--- config.mk ---
export PLATFORM = sky130hd
export DESIGN_NAME = rr_arbiter_4x1
export DESIGN_NICKNAME = d
export VERILOG_FILES = /design/src/rtl/rr_arbiter_4x1.sv
export SDC_FILE = /design/constraint.sdc
export NUM_CORES = 1
export LEC_CHECK = 0
export CAP_MARGIN = 30
export CORE_UTILIZATION = 43
export DETAILED_ROUTE_END_ITERATION = 10
export GPL_TIMING_DRIVEN = 1
export PLACE_DENSITY = 0.89
export SYNTH_ARGS = -nofsm -noshare
export SYNTH_HDL_FRONTEND = slang
export SYNTH_SLANG_ARGS = --single-unit
--- constraint.sdc ---
create_clock -name clk -period 3.3 [get_ports clk]
set_input_delay 0.825 -clock clk [delete_from_list [all_inputs] [get_ports clk]]
set_output_delay 0.825 -clock clk [all_outputs]
set_load 0.01 [all_outputs]
--- src/rtl/rr_arbiter_4x1.sv ---
// rr_arbiter_4x1: round-robin drain of four FWFT lane FIFOs into the 4:1 mux.
// Build option: define ARB_GRANT_CNT_EN to add per-lane grant counters.
module rr_arbiter_4x1 #(
    parameter int DATA_SIZE = 12
`ifdef ARB_GRANT_CNT_EN
    ,
    parameter int CNT_SIZE  = 8
`endif
) (
    input  logic                 clk,
    input  logic                 reset_L,
    input  logic [DATA_SIZE-1:0] data_fifo0,
    input  logic [DATA_SIZE-1:0] data_fifo1,
    input  logic [DATA_SIZE-1:0] data_fifo2,
    input  logic [DATA_SIZE-1:0] data_fifo3,
    input  logic                 empty0,
    input  logic                 empty1,
    input  logic                 empty2,
    input  logic                 empty3,
    input  logic                 almost_full_out,
    output logic                 pop0,
    output logic                 pop1,
    output logic                 pop2,
    output logic                 pop3,
    output logic [DATA_SIZE-1:0] data_out0,
    output logic [DATA_SIZE-1:0] data_out1,
    output logic [DATA_SIZE-1:0] data_out2,
    output logic [DATA_SIZE-1:0] data_out3,
    output logic                 valid0,
    output logic                 valid1,
    output logic                 valid2,
    output logic                 valid3
`ifdef ARB_GRANT_CNT_EN
    ,
    output logic [CNT_SIZE-1:0]  grant_cnt0,
    output logic [CNT_SIZE-1:0]  grant_cnt1,
    output logic [CNT_SIZE-1:0]  grant_cnt2,
    output logic [CNT_SIZE-1:0]  grant_cnt3
`endif
);

    typedef enum logic [1:0] {
        IDLE  = 2'd0,
        SERVE = 2'd1,
        STALL = 2'd2
    } state_e;

    state_e               state_q, state_d;
    logic [1:0]           ptr_q, ptr_d;
    logic [3:0]           valid_q;
    logic [DATA_SIZE-1:0] data_q [4];
    logic [DATA_SIZE-1:0] din [4];

    logic [3:0] req;
    logic [3:0] pop;
    logic       any_req;
    logic       grant_en;
    logic       found;
    logic [1:0] gnt_idx;
    logic [1:0] idx;

    assign din[0] = data_fifo0;
    assign din[1] = data_fifo1;
    assign din[2] = data_fifo2;
    assign din[3] = data_fifo3;

    assign req      = ~{empty3, empty2, empty1, empty0};
    assign any_req  = |req;
    // Grants follow the live inputs, not the registered state.
    assign grant_en = reset_L & ~almost_full_out & any_req;

    // Search lanes starting at the pointer and take the first non-empty one.
    always_comb begin
        found   = 1'b0;
        gnt_idx = ptr_q;
        idx     = ptr_q;
        for (int i = 0; i < 4; i++) begin
            idx = ptr_q + 2'(i);
            if (!found && req[idx]) begin
                found   = 1'b1;
                gnt_idx = idx;
            end
        end
    end

    assign pop   = (grant_en && found) ? (4'b0001 << gnt_idx) : 4'b0000;
    assign ptr_d = (grant_en && found) ? gnt_idx + 2'd1 : ptr_q;

    assign pop0 = pop[0];
    assign pop1 = pop[1];
    assign pop2 = pop[2];
    assign pop3 = pop[3];

    // Next-state logic for the idle/serve/stall controller.
    always_comb begin
        state_d = state_q;
        unique case (state_q)
            IDLE: begin
                if (any_req)
                    state_d = almost_full_out ? STALL : SERVE;
            end
            SERVE: begin
                if (almost_full_out)
                    state_d = STALL;
                else if (!any_req)
                    state_d = IDLE;
            end
            STALL: begin
                if (!almost_full_out)
                    state_d = any_req ? SERVE : IDLE;
            end
            default: state_d = IDLE;
        endcase
    end

    // State, pointer and the one-cycle-latency output registers.
    always_ff @(posedge clk or negedge reset_L) begin
        if (!reset_L) begin
            state_q <= IDLE;
            ptr_q   <= 2'd0;
            valid_q <= 4'b0000;
            for (int i = 0; i < 4; i++)
                data_q[i] <= '0;
        end else begin
            state_q <= state_d;
            ptr_q   <= ptr_d;
            valid_q <= pop;
            for (int i = 0; i < 4; i++)
                if (pop[i])
                    data_q[i] <= din[i];
        end
    end

    assign valid0 = valid_q[0];
    assign valid1 = valid_q[1];
    assign valid2 = valid_q[2];
    assign valid3 = valid_q[3];

    assign data_out0 = data_q[0];
    assign data_out1 = data_q[1];
    assign data_out2 = data_q[2];
    assign data_out3 = data_q[3];

`ifdef ARB_GRANT_CNT_EN
    logic [CNT_SIZE-1:0] cnt_q [4];

    // Count pops per lane; counters wrap naturally at 2^CNT_SIZE.
    always_ff @(posedge clk or negedge reset_L) begin
        if (!reset_L) begin
            for (int i = 0; i < 4; i++)
                cnt_q[i] <= '0;
        end else begin
            for (int i = 0; i < 4; i++)
                if (pop[i])
                    cnt_q[i] <= cnt_q[i] + CNT_SIZE'(1);
        end
    end

    assign grant_cnt0 = cnt_q[0];
    assign grant_cnt1 = cnt_q[1];
    assign grant_cnt2 = cnt_q[2];
    assign grant_cnt3 = cnt_q[3];
`endif

endmodule

==> results by group, run 1 <==
Critical path
  • Max FO, Critical Path: 3
  • CP max stage delay: 0.47 ns
  • R2r startpoint: ptr_q[1]
  • Crit-path cells: clkdlybuf4s50_1 -> buf_4 -> nand2_1 -> o211ai_1 -> ha_2 -> nand3_2 -> inv_2 -> clkdlybuf4s15_2
  • Beginning of the critical path: empty3
  • CP endpoint: pop0
  • Setup crit end kind: output pin
  • Slowest cell on crit path: clkdlybuf4s50_1
  • Critical path class: in2out
  • CP Launch Type: input port
  • R2R Setup Slk: 1.03 ns
  • Arr. time, crit path: 2.40 ns
  • Required @ worst endpoint: 2.47 ns
  • Top delay family on crit path: buffers and inverters
  • R2r worst-path depth: 7
  • Buf/Inv on CP: 4
  • Worst path depth: 8
  • Crit Reg-Reg Endpoint: data_out3[11]

Synthesis
  • Cell taking the most area after synthesis: dfrtp_1
  • Commonest cells in the synthesized netlist: dfrtp_1, mux2_2, buf_6
  • Count leader, synth: dfrtp_1
  • Synthesized flop and latch total: 54
  • Post-synth cell types: 23
  • Syn_nets: 200
  • Area contributors post-synth: dfrtp_1, mux2_2, buf_6, ha_1, mux2_4
  • Syn Area/Cell: 15.8 µm²
  • EDFF count, synth: 0
  • Mapped Cells: 141
  • Top cell type's share of synthesized area: 0.607
  • Synth async-reset ratio: 1.00
  • Sequential area share after synthesis: 0.607
  • Cell Area, Synth: 0.00222 mm²
  • Syn. warnings: 0
  • Main synth FF type: dfrtp_1

Clock tree
  • Sinks on Clock Net: 54
  • Longest Clk Path Bufs: 2
  • Worst-skew pair later-pin latency: 0.30 ns
  • Htree depth: 2
  • Clk slew on worst S/H paths: 0.09 ns
  • Root buf cell: clkbuf_8
  • Cts bufs inserted: 5
  • CTS tree: built

STA
  • Post-route clock period utilization: 0.979
  • Worst-Margin Slew: 0.671 ns
  • Clk_skew: 0.00414 ns
  • Setup ws final: 0.0701 ns
  • Finish-stage setup viols: 0
  • Slew HR: 0.552
  • Max-slew violation total from the final report: 0
  • Max Freq: 310 MHz
  • Endpoints failing hold: 0
  • Final min period: 3.23 ns

Global route
  • Antenna violations before repair: 0
  • Global-route wire length before repair: 7910 µm
  • Vias in the first global route: 1637
  • Total track usage: 0.198
  • Gr ovfl total: 0
  • Largest net degree at the start of global routing: 55

Layout
  • # diodes: 0
  • Register Area: 0.00135 mm²
  • Multi-input gate area: 817 µm²
  • Share of cells above drive strength 1: 0.327
  • Count of filler cells inserted in the layout: 337
  • Final Net Count: 324
  • Layout area overhead: 60.2%
  • Final non-filler cell total: 333

Placed design
  • Detail Placement HPWL: 3970 µm
  • IO Port Bufs: 110
  • Final Wtd Congestion: 0.814
  • Dpl ws: -0.440 ns
  • Post-Place Cells: 323

Detailed routing
  • Vias per inst: 4.73
  • DRT iter0 DRCs: 46
  • Remaining DRCs: 0
  • Pre-antenna DRT Iters: 4
  • DR WL/cell: 15.6 µm
  • Routed met1 length: 2030 µm
  • Routed wire length: 5180 µm
  • Vias: 1576
  • Met2 WL: 2870 µm
  • Max layer used: met4
  • Routed Antenna Nets: 0
  • Met3 WL: 224 µm

Outcome
  • Status: completed

Hold path
  • Worst Hold Class: reg2reg

Die
  • Core area: 0.00485 mm²
  • I/O pins: 111
  • Chip Height: 73.9 µm
  • Core Rows: 25
  • Die width: 73.9 µm
  • Starting density of the core: 0.459
  • Die ar.: 0.00546 mm²

Power
  • Leakage: 1.55 nW
  • Pwr Density: 816 mW/mm²
  • Worst ir drop on vdd: 0.426 mV

Run
  • Max-Cap Viols: 0
per-stage QoR:
stage          setup TNS [ns]   util  hold WS, ns  total power [mW]  cell area, µm²
5_1_grt               -0.0643  0.735        0.525              3.07            3560
3_5_place_dp            -1.62  0.706        0.492              2.48            3420
4_1_cts                     0  0.732        0.513              2.93            3550
6_report                    0  0.735        0.508              2.91            3560
2_1_floorplan               0      -        0.529              1.67            2220
3_3_place_gp            -1.46  0.706        0.485              2.42            3420
state kept, by name (all words and copies together) (netlist names):
signal     cells
data_out0     12
data_out2     12
data_out3     12
valid_q        4
data_out1     12
ptr_q          2
layer usage:
| metal | up-vias | global-route usage |
|---|---|---|
| met3 | 6 | 0.0439 |
| met1 | 780 | 0.234 |
| li1 | 744 | - |
| met5 | - | 0 |
| met4 | 0 | 0.0513 |
| met2 | 46 | 0.363 |
repair_timing:
| item | 4_1_cts | 5_1_grt |
|---|---|---|
| pin swaps | 1 | 3 |
| hold endpoints to repair | 0 | 0 |
| setup endpoints to repair | 4 | 4 |
| hold buffers | 0 | 0 |
| buffers inserted | 1 | 1 |
| resized for setup | 26 | 3 |
worst register-to-register path: stages (launching register included):
cell,delay (ns)
dfrtp_1,0.48
or3b_2,0.49
nand4b_1,0.18
o21a_1,0.20
ha_2,0.19
nand3_2,0.07
buf_4,0.22
mux2_4,0.32
where the power goes:
part,leakage (nW),switching [mW],internal [mW]
clock network,0.0524,0.201,0.227
registers,0.654,0.162,0.971
logic,0.848,0.476,0.873
total,1.55,0.839,2.07
kinds of logic (layout without fill, tap and decap cells):
logic type               Yosys count  in the layout  synth area share
AO/OA/AOI/OAI                      8              8            0.0253
adder cells (fa/ha/maj)            4              4            0.0225
buffers and inverters              9            134            0.0321
flip-flops                        54             54             0.607
multiplexers                      49             49             0.253
AND/OR/NAND/NOR                   17             17            0.0596
area by class of cell:
type                            instances  share of cell area
Clock buffer                            7              0.0214
Clock inverter                          1             0.00842
Inverter                                4             0.00421
Multi-Input combinational cell         78               0.229
Sequential cell                        54               0.379
Tap cell                               67              0.0235
Timing Repair Buffer                  122               0.334
worst min-delay path by stage:
stage               cells past startpoint           end  slack, ns          from
floorplan                               0  data_out0[0]       0.53       reset_L
global placement                        1  data_out3[6]       0.49  data_out3[6]
detailed placement                      1  data_out1[7]       0.49  data_out1[7]
CTS                                     1  data_out3[9]       0.51  data_out3[9]
global route                            1  data_out1[7]       0.52  data_out1[7]
finish                                  1  data_out3[8]       0.51  data_out3[8]
cells in the final DEF, fill, tap and decap left out:
| cell type | n |
|---|---|
| buf_6 | 2 |
| nor2_1 | 2 |
| inv_1 | 1 |
| o21bai_2 | 1 |
| nand4_4 | 1 |
| nor2b_1 | 3 |
| and3_1 | 1 |
| clkbuf_8 | 5 |
| a21oi_1 | 1 |
| nor2b_2 | 1 |
| mux2_2 | 46 |
| a41oi_1 | 1 |
| ha_2 | 3 |
| dfrtp_1 | 54 |
| o211ai_1 | 1 |
| o21a_1 | 1 |
| o211a_1 | 1 |
| clkdlybuf4s15_2 | 2 |
| buf_2 | 1 |
| bufinv_16 | 1 |
| or3b_2 | 1 |
| nand3_1 | 1 |
| nand2_1 | 2 |
| clkbuf_1 | 2 |
| clkdlybuf4s50_1 | 102 |
| o21ai_2 | 1 |
| dlygate4sd2_1 | 2 |
| mux2_4 | 3 |
| o21ai_1 | 1 |
| ha_1 | 1 |
| dlymetal6s2s_1 | 1 |
| buf_4 | 12 |
| nand4b_1 | 1 |
| nand3_2 | 4 |
| inv_2 | 3 |
No activity file was read; power rests on OpenSTA's default activity.
==> run 2: changes to the inputs <==
--- a/config.mk
+++ b/config.mk
@@ -13,3 +13,4 @@
 export SYNTH_ARGS = -nofsm -noshare
 export SYNTH_HDL_FRONTEND = slang
 export SYNTH_SLANG_ARGS = --single-unit
+export TNS_END_PERCENT = 50
==> results of run 2 <==
Same layout as run 1: the final DEF is identical, and so are final timing and power.
